**config.mk**
```make
export PLATFORM = sky130hd
export DESIGN_NAME = axis_req_ack_32bit_sender
export DESIGN_NICKNAME = d
export VERILOG_FILES = /design/src/rtl/paicore_tx_pkg.sv /design/src/rtl/sync_ff.sv /design/src/rtl/axis_req_ack_32bit_sender.sv
export SDC_FILE = /design/constraint.sdc
export NUM_CORES = 1
export LEC_CHECK = 0
export BUFFER_PORTS_ARGS = -buffer_cell sky130_fd_sc_hd__buf_2
export CORE_ASPECT_RATIO = 1.1
export CORE_UTILIZATION = 58
export CTS_CLUSTER_DIAMETER = 150
export DETAILED_ROUTE_END_ITERATION = 8
export PLACE_DENSITY = 0.92
export SYNTH_ARGS = -nofsm -noshare
export SYNTH_HDL_FRONTEND = slang
export SYNTH_SLANG_ARGS = --single-unit
```
**constraint.sdc**
```tcl
create_clock -name s_axis_aclk -period 6 [get_ports s_axis_aclk]
set_input_delay 0.9 -clock s_axis_aclk [delete_from_list [all_inputs] [get_ports s_axis_aclk]]
set_output_delay 0.9 -clock s_axis_aclk [all_outputs]
set_load 0.03 [all_outputs]
```
**src/rtl/paicore_tx_pkg.sv**
```systemverilog
// Shared types and widths for the PAICORE transmit path.
// State encoding plus word/beat widths used by both directions.
package paicore_tx_pkg;

    localparam int WORD_W = 32;
    localparam int BEAT_W = 64;

    typedef enum logic [2:0] {
        IDLE,
        SETUP,
        REQ,
        RELEASE,
        ERROR
    } tx_state_e;

endpackage

```
**src/rtl/sync_ff.sv**
```systemverilog
// Multi-flop single-bit synchroniser for asynchronous handshake inputs.
// Synchronous active-high reset empties the chain.
module sync_ff #(
    parameter int SYNC_STAGES = 2
) (
    input  logic i_clk,
    input  logic i_rst,
    input  logic i_d,
    output logic o_q
);

    logic [SYNC_STAGES-1:0] r_sync;

    always_ff @(posedge i_clk) begin
        if (i_rst) begin
            r_sync <= '0;
        end else begin
            r_sync <= {r_sync[SYNC_STAGES-2:0], i_d};
        end
    end

    assign o_q = r_sync[SYNC_STAGES-1];

endmodule

```
**src/rtl/axis_req_ack_32bit_sender.sv**
```systemverilog
// AXI-Stream 64-bit beats to PAICORE four-phase req/ack, high word first.
// Reports busy, done, sent-beat count and handshake timeout.
module axis_req_ack_32bit_sender
    import paicore_tx_pkg::*;
#(
    parameter int SYNC_STAGES    = 2,
    parameter int TIMEOUT_CYCLES = 65535,
    parameter int CNT_W          = 32
) (
    input  logic              s_axis_aclk,
    input  logic              s_axis_areset,
    input  logic              s_axis_tvalid,
    input  logic [BEAT_W-1:0] s_axis_tdata,
    input  logic              s_axis_tlast,
    output logic              s_axis_tready,
    output logic              s_axis_hsked,
    output logic [WORD_W-1:0] dout,
    output logic              request,
    input  logic              acknowledge,
    input  logic              i_clr_err,
    output logic              o_tx_busy,
    output logic              o_tx_done,
    output logic              o_tx_error,
    output logic [CNT_W-1:0]  o_frame_cnt
);

    tx_state_e r_state;
    tx_state_e w_next;

    logic              w_ack_s;
    logic              w_hsk;
    logic              w_to_hit;
    logic              w_beat_done;
    logic [WORD_W-1:0] r_lo;
    logic              r_last;
    logic              r_word_sel;
    logic [WORD_W-1:0] r_dout;
    logic              r_request;
    logic              r_tready;
    logic              r_busy;
    logic              r_done;
    logic              r_error;
    logic [CNT_W-1:0]  r_cnt;
    logic [31:0]       r_to_cnt;

    sync_ff #(
        .SYNC_STAGES(SYNC_STAGES)
    ) u_ack_sync (
        .i_clk(s_axis_aclk),
        .i_rst(s_axis_areset),
        .i_d  (acknowledge),
        .o_q  (w_ack_s)
    );

    assign w_hsk    = s_axis_tvalid && r_tready;
    assign w_to_hit = (TIMEOUT_CYCLES != 0)
                   && (r_to_cnt == 32'(TIMEOUT_CYCLES));

    always_ff @(posedge s_axis_aclk) begin
        if (s_axis_areset) begin
            r_state <= IDLE;
        end else begin
            r_state <= w_next;
        end
    end

    always_comb begin
        w_next = r_state;
        unique case (r_state)
            IDLE: begin
                if (w_hsk) w_next = SETUP;
            end
            SETUP: begin
                w_next = REQ;
            end
            REQ: begin
                if (w_to_hit)     w_next = ERROR;
                else if (w_ack_s) w_next = RELEASE;
            end
            RELEASE: begin
                if (w_to_hit)      w_next = ERROR;
                else if (!w_ack_s) w_next = r_word_sel ? IDLE : SETUP;
            end
            ERROR: begin
                if (i_clr_err) w_next = IDLE;
            end
            default: w_next = IDLE;
        endcase
    end

    assign w_beat_done = (r_state == RELEASE) && (w_next == IDLE);

    always_ff @(posedge s_axis_aclk) begin
        if (s_axis_areset) begin
            r_lo       <= '0;
            r_last     <= 1'b0;
            r_word_sel <= 1'b0;
            r_dout     <= '0;
            r_request  <= 1'b0;
            r_tready   <= 1'b0;
            r_busy     <= 1'b0;
            r_done     <= 1'b0;
            r_error    <= 1'b0;
            r_cnt      <= '0;
            r_to_cnt   <= '0;
        end else begin
            r_request <= (w_next == REQ);
            r_busy    <= (w_next != IDLE);
            r_error   <= (w_next == ERROR);
            // ready only once the synchronised ack is quiet
            r_tready  <= (w_next == IDLE) && !w_ack_s;
            r_done    <= w_beat_done && r_last;
            if (w_hsk) begin
                r_lo       <= s_axis_tdata[WORD_W-1:0];
                r_last     <= s_axis_tlast;
                r_word_sel <= 1'b0;
                r_dout     <= s_axis_tdata[BEAT_W-1:WORD_W];
            end
            if (r_state == RELEASE && w_next == SETUP) begin
                r_word_sel <= 1'b1;
                r_dout     <= r_lo;
            end
            if (w_beat_done) begin
                r_cnt <= r_cnt + CNT_W'(1);
            end
            if (w_next != r_state) begin
                r_to_cnt <= '0;
            end else if (r_state == REQ || r_state == RELEASE) begin
                r_to_cnt <= r_to_cnt + 32'd1;
            end
        end
    end

    assign s_axis_tready = r_tready;
    assign s_axis_hsked  = w_hsk;
    assign dout          = r_dout;
    assign request       = r_request;
    assign o_tx_busy     = r_busy;
    assign o_tx_done     = r_done;
    assign o_tx_error    = r_error;
    assign o_frame_cnt   = r_cnt;

endmodule

```
Word-level counts from Yosys, hierarchy flattened

Index checks and enable logic that the tools add are counted.

Add/sub/neg operators: 2
Equality and inequality tests: 9
Multiplexer cells: 12
Reduce and logical (&&, ||, !) cells: 12

Operators by type and width:

| cell                                                                     | number |
|---|---|
| 32-bit by 1-bit adder with 32-bit output (second input constant)         | 2 |
| 32-bit 2-to-1 mux                                                        | 2 |
| 32-bit by 16-bit equality test with 1-bit output (second input constant) | 1 |
| 3-bit 2-to-1 mux                                                         | 6 |
| 3-bit case mux with 5 select lines                                       | 1 |
| 3-bit by 2-bit equality test with 1-bit output (second input constant)   | 3 |
| 3-bit by 1-bit equality test with 1-bit output (second input constant)   | 2 |
| 3-bit equality test (second input constant)                              | 2 |
| 3-bit logical NOT                                                        | 2 |
| 1-bit logical AND                                                        | 5 |
| 1-bit 2-to-1 mux                                                         | 3 |
| 3-bit != test                                                            | 1 |
| 3-bit nonzero test                                                       | 1 |
| 2-bit nonzero test                                                       | 1 |
| 2-bit OR reduction                                                       | 1 |
| 1-bit logical NOT                                                        | 1 |
| 1-bit logical OR                                                         | 1 |

Bits in registers: 140
Bits of input ports: 70
Output and inout port bits: 70
Logic and storage cells: 48

Depth between registers and ports, before layout

Word-level depth: 7
Depth in mapped cells: 8
Mapped depth without buffers: 6

Hierarchy

A second synthesis with hierarchy kept.

Cell total of the unflattened synthesis: 742
Area total of the unflattened synthesis: 6,142.1 sq um

Modules (own cells, without submodules):

| module                    | times used | cells each | area each (sq um) | sequential area each (sq um) |
|---|---|---|---|---|
| axis_req_ack_32bit_sender | 1          | 738        | 6,089.6           | 2,762.6 |
| sync_ff                   | 1          | 4          | 52.6              | 40.0 |

Worst setup path after synthesis

Ideal clock, no wire load.

Kind: input to output
Start point: in s_axis_tvalid
End point: out s_axis_hsked
Arrival: 2.227 ns
Required time: 5.100 ns
Setup slack: 2.873 ns
Stages on the path: 5
Buffers on the path: 3
Cells stage by stage: nand2_1 -> clkinv_1 -> buf_2 -> buf_1 -> clkbuf_1

Word-level cells in the longest chain between the ends: 1

Ends and longest elaborated chain:

| what              | RTL line                        | RTL |
|---|---|---|
| start, declared   | axis_req_ack_32bit_sender.sv:12 | `input logic s_axis_tvalid,` |
| 1-bit logical AND | axis_req_ack_32bit_sender.sv:55 | `assign w_hsk = s_axis_tvalid && r_tready;` |
| end, declared     | axis_req_ack_32bit_sender.sv:16 | `output logic s_axis_hsked,` |

No other way between the ends.

Final worst setup path

Ends and elaborated chain as after synthesis.

==> metrics.log <==
INFO  metric outcome = completed
INFO  metric post-synth-top-count-cell = sky130_fd_sc_hd__dfxtp_1
INFO  metric worstPathArrival = 2.40 ns
INFO  metric synth.lib_cells_used.distinct = 51
INFO  metric layout.core_utilization = 74.03%
INFO  metric fraction_of_registers_with_async_set_reset = 0%
INFO  metric setup.reg_to_reg.worst_slack = 3.29 ns
INFO  metric r2r.worst_path.cells = 5
INFO  metric hold_start = u_ack_sync.r_sync[0]
INFO  metric critical_path.cell_chain = buf_2 > nand2_1 > buf_4 > inv_2 > buf_4 > buf_2
INFO  metric netlist_instances = 695
INFO  metric crit_path_start_kind = input pin
INFO  metric whs_path_depth = 1
INFO  metric cts-root-to-sink-buffers = 2
INFO  metric antenna_violating_nets_post_route = 0
INFO  metric max_cap_violations = 0
INFO  metric post-route-worst-setup-slack = 2.705 ns
INFO  metric dpl_cell_area = 0.006828 mm^2
INFO  metric critical-path-slowest-cell = sky130_fd_sc_hd__buf_4
INFO  metric fin_nets = 890
INFO  metric first_global_vias = 5302
INFO  metric place.port_buffers = 139
INFO  metric netlist_top_cells_area = sky130_fd_sc_hd__dfxtp_1, sky130_fd_sc_hd__nor2_1, sky130_fd_sc_hd__mux2i_1
INFO  metric postSynthNetCount = 767
INFO  metric dominantRegCellSynth = sky130_fd_sc_hd__dfxtp_1
INFO  metric wl = 15.02 mm
INFO  metric final_layout_size_suffix_gt1_share = 23.73%
INFO  metric synthesis_to_layout_area_growth = 22.14%
INFO  metric clock_skew = 0.01082 ns
INFO  metric num_rows = 38
INFO  metric total_leakage_power = 2.924 nW
INFO  metric synth_sequential_area_ratio = 46.09%
INFO  metric postSynthRegisterBits = 140
INFO  metric finalCritPeriodShare = 54.92%
INFO  metric critical_setup_path_kind = input pin to output port
INFO  metric timing.fmax = 303.4 MHz
INFO  metric grt_pass1_wl = 24.63 mm
INFO  metric report.final.slew_viol_count = 0
INFO  metric numCtsBuffers = 17
INFO  metric final_hold_violation_count = 0
INFO  metric drc = 0
INFO  metric power_dissipated_by_switching_net_loads = 0.5146 mW
INFO  metric setup_repair_after_global_routing_missed_its_margin = no
INFO  metric cts_setup_buffers = 0
INFO  metric globalRouteMet3Util = 8.010%
INFO  metric busiest_layer = met2
INFO  metric hold_buffer_count_at_cts = 0
INFO  metric clock_latency = 0.53 ns
INFO  metric tightest_slew = 1.132 ns
INFO  metric crit_required = 5.10 ns
INFO  metric clock_tree.root_cell = sky130_fd_sc_hd__clkbuf_8
INFO  metric power_frac_comb = 7.8%
INFO  metric grt_start_max_net_pins = 113
INFO  metric htree_levels = 4
INFO  metric routabilityCongestion = 0.8160
INFO  metric post_synth_most_frequent_cells = sky130_fd_sc_hd__dfxtp_1, sky130_fd_sc_hd__nor2_1, sky130_fd_sc_hd__nand2_1
INFO  metric holdCritPathClass = register to register
INFO  metric worst_hold_path.endpoint = u_ack_sync.r_sync[1]
INFO  metric dpl.cell_count = 939
INFO  metric tritoncts_clock_tree = yes
INFO  metric synth_top_area_share = 46.09%
INFO  metric antenna_cells = 0
INFO  metric holdWs = 0.4451 ns
INFO  metric post_drt_wl_per_cell = 15.49 um
INFO  metric switching_share = 23.40%
INFO  metric slew-limit-headroom = 24.49%
INFO  metric drt_pass_1_iters = 5
INFO  metric worst_path_largest_cell_delay = 0.65 ns
INFO  metric final_cells = 970
INFO  metric pwr-share-seq = 44.4%
INFO  metric synth_area = 0.006081 mm^2
INFO  metric fp.coreArea = 0.01003 mm^2
INFO  metric viasPerCell = 5.757
INFO  metric internal-power = 1.685 mW
INFO  metric number_of_antenna_violations_at_the_first_check_in_global_routing = 0
INFO  metric end_kind = output port
INFO  metric worstPathMaxFanout = 66
INFO  metric finalSetupTns = 0 ns
INFO  metric global_route.overflow_total = 0
INFO  metric totalPowerFinal = 2.200 mW
INFO  metric design.die.area = 0.01090 mm^2
INFO  metric synth.largest_area_cell = sky130_fd_sc_hd__dfxtp_1
INFO  metric yosys_warnings = 0
INFO  metric power.density = 296.1 mW/mm^2
INFO  metric dp_hpwl = 9.740 mm
INFO  metric cts.sinks = 140
INFO  metric grtUsageMet2 = 48.41%
INFO  metric synth-edff-count = 0
INFO  metric drt_iter0_markers = 533
INFO  metric peakVddDrop = 197.9 uV
INFO  metric grt_use_total = 28.56%
INFO  metric detailedPlace.worstSlack = 2.698 ns
INFO  metric chipHeight = 109.4 um
INFO  metric route.vias.total = 5584
INFO  metric top_level_ports = 140
INFO  metric grt.met1_usage = 34.97%
INFO  metric floorplan.initialDensity = 60.61%
INFO  metric syn_avg_cell_area = 8.749 um^2
INFO  metric clock_slew_seen_by_the_registers_of_the_worst_setup_and_hold_paths = 0.06 ns
INFO  metric layout_min_cycle_time = 3.295 ns
INFO  metric r2r_start = r_to_cnt[18]
INFO  metric final_cell_area = 0.007427 mm^2
INFO  metric share_clk_of_total_power = 47.9%
INFO  metric setup_violations = 0
INFO  metric post_cts_resize_count = 0
INFO  metric rr_endpoint = r_to_cnt[10]
INFO  metric die_width = 99.63 um
-- layout make-up --
type / instances / area, um^2
Fill cell: 675 / 2605
Tap cell: 140 / 175.2
Sequential cell: 140 / 2803
Multi-Input combinational cell: 499 / 3054
Timing Repair Buffer: 144 / 735.7
Clock buffer: 21 / 459.2
Inverter: 16 / 60.06
Clock inverter: 10 / 140.1
-- flip-flops by register name, indices dropped and copies added, names as in the netlist --
signal             flops
o_tx_done              1
o_tx_busy              1
r_to_cnt              32
r_last                 1
request                1
r_state                3
dout                  32
s_axis_tready          1
o_frame_cnt           32
r_lo                  32
o_tx_error             1
u_ack_sync.r_sync      2
r_word_sel             1
-- worst max path at each step --
stage                  start            to  slack [ns]  cells past startpoint
6_report       s_axis_tvalid  s_axis_hsked        2.70                      6
5_1_grt        s_axis_tvalid  s_axis_hsked        2.62                      6
4_1_cts        s_axis_tvalid  s_axis_hsked        2.71                      6
3_5_place_dp   s_axis_areset  r_to_cnt[10]        2.70                      6
3_3_place_gp   s_axis_tvalid  s_axis_hsked        2.78                      6
2_1_floorplan  s_axis_tvalid  s_axis_hsked        2.87                      5
-- worst max-delay path: cells and delay by family --
family / cells / cell delay (ns)
buffers and inverters: 5 / 1.41
and+or+nand+nor: 1 / 0.05
-- power groups by stage --
stage	combinational (mW)	sequential [mW]	clock [mW]
floorplan	0.0838	1.02	0
global placement	0.163	0.993	0
finish	0.171	0.976	1.05
CTS	0.170	0.975	1.06
detailed placement	0.169	0.995	0
global route	0.184	0.978	1.11
-- cell families (layout without fill, tap and decap cells) --
group	Yosys count	count (layout)	synth area share, %
xor gates and xnor gates	41	41	5.905
muxes	40	40	6.769
AOI/OAI and AO/OA	120	120	13.44
and+or+nand+nor	296	296	23.56
DFF	140	140	46.09
adders and majority gates	2	2	0.4115
buffers and inverters	56	191	3.827
-- per-layer routing --
| metal | share of wire [%] | up-vias |
|---|---|---|
| li1 | - | 2686 |
| met1 | 41 | 2597 |
| met2 | 49 | 273 |
| met3 | 7.9 | 28 |
| met4 | 1.6 | 0 |
| met5 | 0 | - |
-- cell usage in the layout, fill, tap and decap left out, types with 10 or more instances in the layout --
cell and count:
sky130_fd_sc_hd__clkbuf_16 16, sky130_fd_sc_hd__a21oi_1 52, sky130_fd_sc_hd__nor2b_1 10, sky130_fd_sc_hd__nor4_1 13, sky130_fd_sc_hd__nand2_1 90, sky130_fd_sc_hd__mux2i_1 34
sky130_fd_sc_hd__nor2_1 103, sky130_fd_sc_hd__dfxtp_1 140, sky130_fd_sc_hd__xnor2_1 34, sky130_fd_sc_hd__a211oi_1 35, sky130_fd_sc_hd__nand4_1 21, sky130_fd_sc_hd__nand3_1 17
sky130_fd_sc_hd__buf_2 138, sky130_fd_sc_hd__inv_1 15
No activity file was read; power rests on OpenSTA's default activity.
